--- src/rtl/fire_zone_ctrl.sv ---
// Multi-zone fire controller: per-zone sensor debounce plus an
// IDLE/ALARM/EXTINGUISH/COOLDOWN sequencer, with alarm silencing and aggregate status.
//
//   state      | meaning
//   IDLE       | no filtered sensor activity, outputs quiet
//   ALARM      | smoke only, audible alarm unless muted
//   EXTINGUISH | extinguisher driven for at least EXT_MIN cycles
//   COOLDOWN   | sensors clear, waiting CLEAR_HOLD clear cycles before IDLE
module fire_zone_ctrl #(
  parameter int ZONES      = 4,
  parameter int DEBOUNCE   = 3,
  parameter int EXT_MIN    = 8,
  parameter int CLEAR_HOLD = 4
) (
  input  logic                           clk,
  input  logic                           reset,
  input  logic [ZONES-1:0]               heat_signal,
  input  logic [ZONES-1:0]               smoke_signal,
  input  logic                           silence,
  output logic [ZONES-1:0]               alarm,
  output logic [ZONES-1:0]               extinguish,
  output logic                           any_alarm,
  output logic [$clog2(ZONES+1)-1:0]     ext_count
);

  localparam int CW     = $clog2(ZONES+1);
  localparam int DBW    = $clog2(DEBOUNCE+1);
  localparam int TMAX   = (EXT_MIN > CLEAR_HOLD) ? EXT_MIN : CLEAR_HOLD;
  localparam int TW     = $clog2(TMAX+1);
  localparam logic [DBW-1:0] DB_LAST  = DBW'(DEBOUNCE - 1);
  localparam logic [TW-1:0]  EXT_LAST = TW'(EXT_MIN - 1);
  localparam logic [TW-1:0]  CLR_LAST = TW'(CLEAR_HOLD - 1);

  typedef enum logic [1:0] {
    IDLE       = 2'b00,
    ALARM      = 2'b01,
    EXTINGUISH = 2'b10,
    COOLDOWN   = 2'b11
  } zone_state_t;

  // Smoke sensors occupy the low half, heat sensors the high half.
  logic [2*ZONES-1:0] raw;
  logic [2*ZONES-1:0] filt;

  assign raw = {heat_signal, smoke_signal};

  for (genvar i = 0; i < 2*ZONES; i++) begin : g_db
    logic           f_q;
    logic [DBW-1:0] cnt_q;

    // Flipping on the last differing sample keeps the counter below DEBOUNCE.
    always_ff @(posedge clk or negedge reset) begin
      if (!reset) begin
        f_q   <= 1'b0;
        cnt_q <= '0;
      end else if (raw[i] == f_q) begin
        cnt_q <= '0;
      end else if (cnt_q == DB_LAST) begin
        f_q   <= ~f_q;
        cnt_q <= '0;
      end else begin
        cnt_q <= cnt_q + 1'b1;
      end
    end

    assign filt[i] = f_q;
  end

  for (genvar z = 0; z < ZONES; z++) begin : g_zone
    zone_state_t   st_q, st_d;
    logic [TW-1:0] tmr_q, tmr_d;
    logic          mute_q, mute_d;
    logic          fs, fh;

    assign fs = filt[z];
    assign fh = filt[ZONES+z];

    always_ff @(posedge clk or negedge reset) begin
      if (!reset) begin
        st_q   <= IDLE;
        tmr_q  <= '0;
        mute_q <= 1'b0;
      end else begin
        st_q   <= st_d;
        tmr_q  <= tmr_d;
        mute_q <= mute_d;
      end
    end

    // One timer serves as the extinguish age and the cooldown clear streak.
    always_comb begin
      st_d   = st_q;
      tmr_d  = tmr_q;
      mute_d = mute_q;
      case (st_q)
        IDLE: begin
          if (fs && fh) begin
            st_d  = EXTINGUISH;
            tmr_d = '0;
          end else if (fs) begin
            st_d = ALARM;
          end
        end
        ALARM: begin
          if (fh) begin
            st_d  = EXTINGUISH;
            tmr_d = '0;
          end else if (!fs) begin
            st_d = IDLE;
          end
        end
        EXTINGUISH: begin
          if (tmr_q >= EXT_LAST && !fs && !fh) begin
            st_d  = COOLDOWN;
            tmr_d = '0;
          end else if (tmr_q < EXT_LAST) begin
            tmr_d = tmr_q + 1'b1;
          end
        end
        COOLDOWN: begin
          if (fh) begin
            st_d  = EXTINGUISH;
            tmr_d = '0;
          end else if (fs) begin
            st_d = ALARM;
          end else if (tmr_q == CLR_LAST) begin
            st_d = IDLE;
          end else begin
            tmr_d = tmr_q + 1'b1;
          end
        end
        default: begin
          st_d  = IDLE;
          tmr_d = '0;
        end
      endcase
      if (st_d == IDLE) begin
        mute_d = 1'b0;
      end else if (silence && st_q == ALARM) begin
        mute_d = 1'b1;
      end
    end

    assign extinguish[z] = (st_q == EXTINGUISH);
    assign alarm[z]      = (st_q == EXTINGUISH) || (st_q == ALARM && !mute_q);
  end

  assign any_alarm = |alarm;

  always_comb begin
    ext_count = '0;
    for (int i = 0; i < ZONES; i++) begin
      ext_count = ext_count + CW'(extinguish[i]);
    end
  end

endmodule

--- config.mk ---
export PLATFORM = sky130hd
export DESIGN_NAME = fire_zone_ctrl
export DESIGN_NICKNAME = d
export VERILOG_FILES = /design/src/rtl/fire_zone_ctrl.sv
export SDC_FILE = /design/constraint.sdc
export NUM_CORES = 1
export LEC_CHECK = 0
export CAP_MARGIN = 30
export CORE_ASPECT_RATIO = 2
export CORE_MARGIN = 2
export CORE_UTILIZATION = 40
export DETAILED_ROUTE_END_ITERATION = 16
export GPL_ROUTABILITY_DRIVEN = 0
export SYNTH_ARGS = -nofsm -noshare
export SYNTH_HDL_FRONTEND = slang
export SYNTH_SLANG_ARGS = --single-unit
--- constraint.sdc ---
create_clock -name clk -period 2.2 [get_ports clk]
set_input_delay 0.22 -clock clk [delete_from_list [all_inputs] [get_ports clk]]
set_output_delay 0.22 -clock clk [all_outputs]
set_load 0.02 [all_outputs]
Yosys cells after proc, flatten, opt, wreduce, memory -nomap -nowiden
Cells that the tools add are included.

Reductions and logical operators: 61. Muxes and demuxes: 92. $add $sub $neg: 15. Bitwise gates (word level): 16. Equal/unequal tests: 52. Magnitude comparators: 8.

Operators by type and width (count): 2-to-1 mux 4 bit (28); 2-to-1 mux 2 bit (48); one-hot mux 4 bit (4 select lines) (4); == test 2 bit (second input constant) (16); one-hot mux 2 bit (4 select lines) (4); inequality test 3 bit (second input constant) (8); logical AND 1 bit (20); AND reduction 5 bit (4); adder 2 x 1 -> 2 bit (second input constant) (8); adder 4 x 1 -> 4 bit (second input constant) (4); == test 4 x 2 -> 1 bit (second input constant) (4); greater-or-equal comparator 4 x 3 -> 1 bit (second input constant) (4); zero test 2 bit (8); less-than comparator 4 x 3 -> 1 bit (second input constant) (4); inequality test 2 bit (second input constant) (8); inverter 1 bit (16); AND reduction 2 bit (8); zero test 1 bit (12); inequality test 3 x 1 -> 1 bit (second input constant) (4); == test 1 bit (8); == test 2 x 1 -> 1 bit (second input constant) (4); 2-to-1 mux 1 bit (8); nonzero test 2 bit (4); logical OR 1 bit (4); 4 further kinds (4).

Flip-flop bits (word level): 52. Output and inout port bits: 12.

Logic depth before layout (Yosys ltp)
Gate-level depths: netlist of the first run.

Depth in word-level cells: 7. Gate-level depth with buffers: 6. Mapped depth without buffers: 6.

Worst setup path before layout of the first run
No wires, ideal clock.

Path kind: register -> output. From: register g_zone[1].st_q[0]. To: output ext_count[1]. Cell stages (with the launch flop): 7. Slack: 0.244 ns. Data required time: 1.980 ns. Arrival time: 1.736 ns. Path buffers: 1. Cells stage by stage: dfrtp_1 -> buf_4 -> nand2b_1 -> fa_1 -> inv_1 -> ha_1 -> ha_1.

Longest elaborated chain between the ends: 4.

Ends and longest elaborated chain: start, declared (RTL line 70) `zone_state_t st_q, st_d;`; start signal, assigned (RTL line 84) `st_q <= st_d;`; == test 2 bit (RTL line 144) `assign extinguish[z] = (st_q == EXTINGUISH);`; adder 1 x 1 -> 2 bit (RTL line 153) `ext_count = ext_count + CW'(extinguish[i]);`; adder 2 x 1 -> 3 bit (RTL line 153); adder 3 x 1 -> 3 bit (RTL line 153); end, declared (RTL line 23) `output logic [$clog2(ZONES+1)-1:0] ext_count`.

Every way passes these cells.

Final worst setup path of the first run
From: register g_zone[3].st_q[0]. To: output ext_count[1].

Longest elaborated chain between the ends: 2.

Ends and longest elaborated chain (RTL line): start, declared (70); start signal, assigned (84); == test 2 bit (144); adder 3 x 1 -> 3 bit (153).

Every way passes these cells.

==> qor.yml, run 1 <==
cells_and_area:
  final_nets: 325
  layout_common_cells: "dfrtp_1 (51), inv_1 (19), buf_4 (17)"
  fin_cells: 398
  fin_util_pct: 49.5
  num-fill-cells: 682
  drive_gt1_share_pct: 19.5
  post-route-cell-area_sq_um: 3410
  mostFrequentLayoutCell: "dfrtp_1"
  n_antenna_cell: 0
  area_growth_syn_to_layout_pct: 20.8
floorplan:
  core_area_sq_um: 6890
  die_area_sq_um: 7780
  start_util_pct: 41.0
  die_h_um: 123
  dieWidth_um: 63.4
  ios: 23
  rows: 43
timing:
  maxSlewHeadroom_pct: 53.7
  tightest_slew_ns: 0.685
  fin_worst_skew_ns: 0.00763
  rsz0062_at_grt: "yes"
  min_period_over_period_pct: 97.4
  slew_viol_final: 0
  hold_violations: 0
  timing.fmax_ghz: 0.467
  tns_ns: 0
  fin_crit_ns: 2.14
  setup_slack_ns: 0.0565
  setup_violations: 0
setup_path:
  setup.worst_path.class: "register to output pin"
  ff2ff_setup_slack_ns: 0.26
  setup.worst_path.end_class: "output pin"
  r2r_cells: 5
  cp.arrival_ns: 1.92
  start_kind: "register"
  r2r-start: "g_zone[1].tmr_q[0]"
  cp_max_fo: 2
  critPathRequiredTime_ns: 1.98
  worst_r2r_endpoint: "g_zone[1].tmr_q[2]"
route:
  wl_per_cell_um: 14.1
  wl_um: 5620
  via_count: 2144
  dr.pass1.iters: 4
  drt_iter0_markers: 84
  drc: 0
  viasPerCell: 5.39
  final_antenna_net_count: 0
power:
  cellPowerDensity_nw_per_um2: 1590
  vdd_drop_max_mv: 0.575
  p_leak_nw: 1.43
clock_tree:
  cts_buffers: 5
  clk_path_buf_depth: 2
  h-tree-depth: 2
  clk_pin_slew_worst_paths_ns: 0.06
  clk_root_buffer_cell: "clkbuf_16"
  cts_tree: "built"
  clkLatencyLatePin_ns: 0.29
  clkSinkCount: 52
outcome:
  status: "finished clean"
synthesis:
  syn_nets: 288
  ys_ff_latch: 52
  syn_area_per_cell_sq_um: 10.4
  synthCells: 270
  synth_edf_count: 0
  ys_warn_count: 0
  synth.distinct_cells: 45
  syn_area_sq_um: 2820
  synth_async_sr_flop_share_pct: 100
  ys_seq_area_share_pct: 46.1
  ys.flop_type: "dfrtp_1"
placement:
  placed_area_sq_um: 3210
  post-dp-hpwl_um: 4310
  dpl_worst_slack_ns: -0.211
  dp_cells: 389
  port_buffers: 22
global_route:
  grt_max_degree: 25
  grt-ovfl-total: 0
  first_global_vias: 2184
  grt_pass1_wl_um: 9850
  grt_use_total_pct: 16.0
  grt_antenna_before_repair: 0
job:
  cap_violations: 0
worst_hold_path:
  worst_hold_path_type: "input port to asynchronous set/reset pin"
[per-layer routing]
metal | vias up | routed length, um | global-route usage, % | part of all wire, %
met2 | 23 | 3170 | 30.9 | 56
met5 | - | 0 | 0 | 0
li1 | 1063 | - | - | -
met3 | 7 | 131 | 2.38 | 2.3
met1 | 1051 | 2220 | 16.8 | 39
met4 | 0 | 108 | 6.52 | 1.9
[final cells by class]
cell class              count  area (sq um)  share of cell area, %
clock buffers               6           129                   3.78
clock inverters             2          16.3                  0.477
inverters                  22          82.6                   2.42
multi-input cells         186          1410                   41.5
flip-flops and latches     52          1300                   38.2
well taps                  90           113                   3.31
repair buffers             40           352                   10.3
[synth_stat cells, drive strengths merged, types with 6 or more instances]
cell type	instances	share of area, %
xnor2	8	2.5
inv	22	2.9
dfrtp	52	46
mux2	8	3.2
o2bb2ai	12	3.7
nor3b	13	3.5
nand2	14	1.9
o21ai	16	3.2
nor2	14	1.9
ha	6	2.7
nor3	12	2.1
nor2b	10	2.2
buf	7	1.8
or2	7	1.6
[worst max-delay path by stage]
stage / start / endpoint / slack, ns / cells after the start
floorplan: g_zone[1].st_q[0] / ext_count[1] / 0.24 / 6
global placement: g_zone[0].st_q[0] / ext_count[1] / -0.14 / 7
detailed placement: g_zone[0].st_q[0] / ext_count[1] / -0.21 / 7
CTS: g_zone[0].st_q[0] / ext_count[1] / -0.09 / 7
global route: g_zone[3].st_q[0] / ext_count[1] / -0.04 / 7
finish: g_zone[3].st_q[0] / ext_count[1] / 0.06 / 7
[registers in the layout, indices dropped and copies added, names as in the netlist]
register,cells
g_db.cnt_q,16
g_zone.tmr_q,16
g_db.f_q,8
g_zone.st_q,8
g_zone.mute_q,4
[stage by stage]
stage | hold slack (ns) | power (mW)
after CTS | 0.451 | 5.34
after detailed placement | 0.245 | 4.60
after global placement | 0.239 | 4.52
after global routing | 0.463 | 5.93
after floorplan | -0.0756 | 3.72
final | 0.448 | 5.43
[what timing repair did]
item,4_1_cts,5_1_grt
hold buffers,1,0
resized for setup,13,17
pin swaps,0,3
hold endpoints to repair,22,0
setup endpoints to repair,4,7
buffers inserted,0,0
[worst max-delay path: stages (launching register included)]
cell     delay [ns]
dfrtp_1        0.38
inv_2          0.06
nand2_2        0.06
fa_1           0.56
inv_2          0.05
ha_4           0.16
ha_4           0.26
buf_6          0.11
[power breakdown]
| group | internal, mW | switching (mW) |
|---|---|---|
| logic | 1.40 | 1.42 |
| registers | 1.36 | 0.479 |
| clock network | 0.425 | 0.353 |
| total | 3.18 | 2.25 |
[cells by family (layout without fill, tap and decap cells)]
kind of cell	after synthesis	in the layout	share of synthesized area (%)
AND/OR/NAND/NOR	89	89	19.4
XOR/XNOR	8	8	2.48
AO/OA/AOI/OAI	73	73	20.0
buffers and inverters	32	70	5.14
multiplexers	9	9	3.55
flip-flops	52	52	46.1
adder cells (fa/ha/maj)	7	7	3.37
No activity file was read; power rests on OpenSTA's default activity.
==> inputs of run 2 (changes only) <==
--- a/config.mk
+++ b/config.mk
@@ -9,7 +9,9 @@
 export CORE_ASPECT_RATIO = 2
 export CORE_MARGIN = 2
 export CORE_UTILIZATION = 40
+export CTS_CLUSTER_SIZE = 8
 export DETAILED_ROUTE_END_ITERATION = 16
+export DONT_BUFFER_PORTS = 1
 export GPL_ROUTABILITY_DRIVEN = 0
 export SYNTH_ARGS = -nofsm -noshare
 export SYNTH_HDL_FRONTEND = slang
==> run 2 against run 1 <==
Compared with the run above: final area shrank 6.6%; register-to-register slack gained 0.07 ns; via count shrank 4.0%; sequential share of layout area grew 2.8 points; die area is the same; largest cell class unchanged; routed wire length shrank 4.9%; total power shrank 5.5%; clock power is essentially flat; global-route usage shrank 0.54 points; largest power group unchanged; fmax grew 2.1%; sequential power is essentially flat.
==> qor.yml, run 2 (synthesis results as in run 1) <==
setup_path:
  setup.worst_path.class: "register to output pin"
  cp_max_fo: 4
  ff2ff_setup_slack_ns: 0.33
  cp.arrival_ns: 1.88
  start_kind: "register"
  setup.worst_path.end_class: "output pin"
  critPathRequiredTime_ns: 1.98
placement:
  port_buffers: 0
  post-dp-hpwl_um: 3910
cells_and_area:
  num-fill-cells: 687
  final-seq-area_sq_um: 1300
  n_antenna_cell: 0
  layout_common_cells: "dfrtp_1 (50), inv_1 (21), nor2_1 (14)"
  final_nets: 300
  area_growth_syn_to_layout_pct: 12.7
  mostFrequentLayoutCell: "dfrtp_1"
  top_regs: "g_db.cnt_q x16, g_zone.tmr_q x16"
  multi_input_area_sq_um: 1400
  fin_util_pct: 46.2
  drive_gt1_share_pct: 17.7
route:
  via_count: 2059
  wl_met1_um: 2200
  drc: 0
  wl_per_cell_um: 14.3
  routed.top_layer: "met4"
  viasPerCell: 5.52
  final_antenna_net_count: 0
  drt_iter0_markers: 63
  dr_wl_met3_um: 191
  dr.pass1.iters: 4
  wl_um: 5350
  route.met2.wl_um: 2830
clock_tree:
  clkSinkCount: 52
  h-tree-depth: 2
  cts_tree: "built"
  clk_root_buffer_cell: "clkbuf_16"
  clk_pin_slew_worst_paths_ns: 0.06
  clk_path_buf_depth: 2
  clkLatencyLatePin_ns: 0.29
  cts_buffers: 5
global_route:
  grt_antenna_before_repair: 0
  grt_pass1_wl_um: 9530
  grt-ovfl-total: 0
  first_global_vias: 2083
  grt_use_total_pct: 15.4
  grt_max_degree: 53
job:
  cap_violations: 0
timing:
  fin_worst_skew_ns: 0.00359
  hold_violations: 0
  rsz0062_at_grt: "no"
  fin_crit_ns: 2.10
  slew_viol_final: 0
  tightest_slew_ns: 0.547
  tns_ns: 0
  min_period_over_period_pct: 95.4
  timing.fmax_ghz: 0.476
  setup_violations: 0
  maxSlewHeadroom_pct: 63.1
floorplan:
  ios: 23
  rows: 43
  die_area_sq_um: 7780
  start_util_pct: 41.0
  die_h_um: 123
  core_area_sq_um: 6890
  dieWidth_um: 63.4
worst_hold_path:
  worst_hold_path_type: "input port to register"
outcome:
  status: "finished clean"
power:
  p_leak_nw: 1.32
  cellPowerDensity_nw_per_um2: 1610
  vdd_drop_max_mv: 0.802
-- run 2: cell types whose count changed in the layout (fill, tap and decap cells not counted), moves of 2 or more --
cell             before  now
dlymetal6s2s_1        3    0
inv_1                19   21
inv_2                 3    1
buf_4                17   13
clkdlybuf4s50_1      14    0
buf_2                 3    0
-- run 2: worst max-delay path, stage by stage, from the launching register on --
cell,delay [ns]
dfrtp_2,0.42
inv_1,0.07
nand2_1,0.09
fa_1,0.49
inv_1,0.04
ha_2,0.18
ha_4,0.30
-- run 2: area by class of cell --
cell class	instances	area share, %
inverters	22	2.60
clock buffers	8	4.60
flip-flops and latches	52	41.0
multi-input cells	186	44.0
well taps	90	3.54
repair buffers	15	4.25
-- run 2: routing by layer --
layer  vias to the layer above  track usage [%]
li1                       1013                -
met1                      1004             17.2
met2                        34             27.0
met3                         8             3.21
met4                         0             8.42
met5                         -                0
-- run 2: worst paths after layout --
check | from | to | cells past startpoint
max reg2reg | g_zone[1].tmr_q[0] | g_zone[1].tmr_q[2] | 5
min reg2reg | g_db[0].cnt_q[0] | g_db[0].cnt_q[0] | 1
min in group asynchronous | reset | g_zone[1].tmr_q[2] | 2
max in group asynchronous | reset | g_zone[3].st_q[1] | 2
min | heat_signal[1] | g_db[5].f_q | 1
max | g_zone[3].st_q[0] | ext_count[1] | 6
-- run 2: report_power, final --
group | switching, mW | total (mW) | leakage, nW | internal (mW)
clock | 0.325 | 0.780 | 0.0712 | 0.454
sequential | 0.500 | 1.86 | 0.657 | 1.36
combinational | 1.30 | 2.49 | 0.588 | 1.19
-- run 2: timing repair --
action                                 4_1_cts  5_1_grt
buffers inserted                             2        1
gates resized for setup                      3        6
endpoints found under the hold margin       52        0
hold buffers                                 2        0
setup endpoints to repair                    1        1
pin swaps                                    0        1
-- run 2: stage by stage --
| step | instance area (sq um) | cells | power, mW | setup WS (ns) | hold WS (ns) |
|---|---|---|---|---|---|
| 5_1_grt | 3180 | 373 | 5.58 | 0.00962 | 0.0625 |
| 4_1_cts | 3160 | 372 | 5.15 | 0.0237 | 0.0698 |
| 6_report | 3180 | 373 | 5.13 | 0.101 | 0.0790 |
| 3_5_place_dp | 2950 | 360 | 4.21 | 0.232 | -0.0741 |
| 2_1_floorplan | 2820 | 270 | 3.72 | 0.244 | -0.0756 |
| 3_3_place_gp | 2950 | 360 | 4.17 | 0.249 | -0.0742 |
==> inputs of run 3 (changes only) <==
--- a/config.mk
+++ b/config.mk
@@ -12,7 +12,6 @@
 export CTS_CLUSTER_SIZE = 8
 export DETAILED_ROUTE_END_ITERATION = 16
 export DONT_BUFFER_PORTS = 1
-export GPL_ROUTABILITY_DRIVEN = 0
 export SYNTH_ARGS = -nofsm -noshare
 export SYNTH_HDL_FRONTEND = slang
 export SYNTH_SLANG_ARGS = --single-unit
==> results of run 3 <==
Final layout, timing and power as in run 2 (identical DEF).
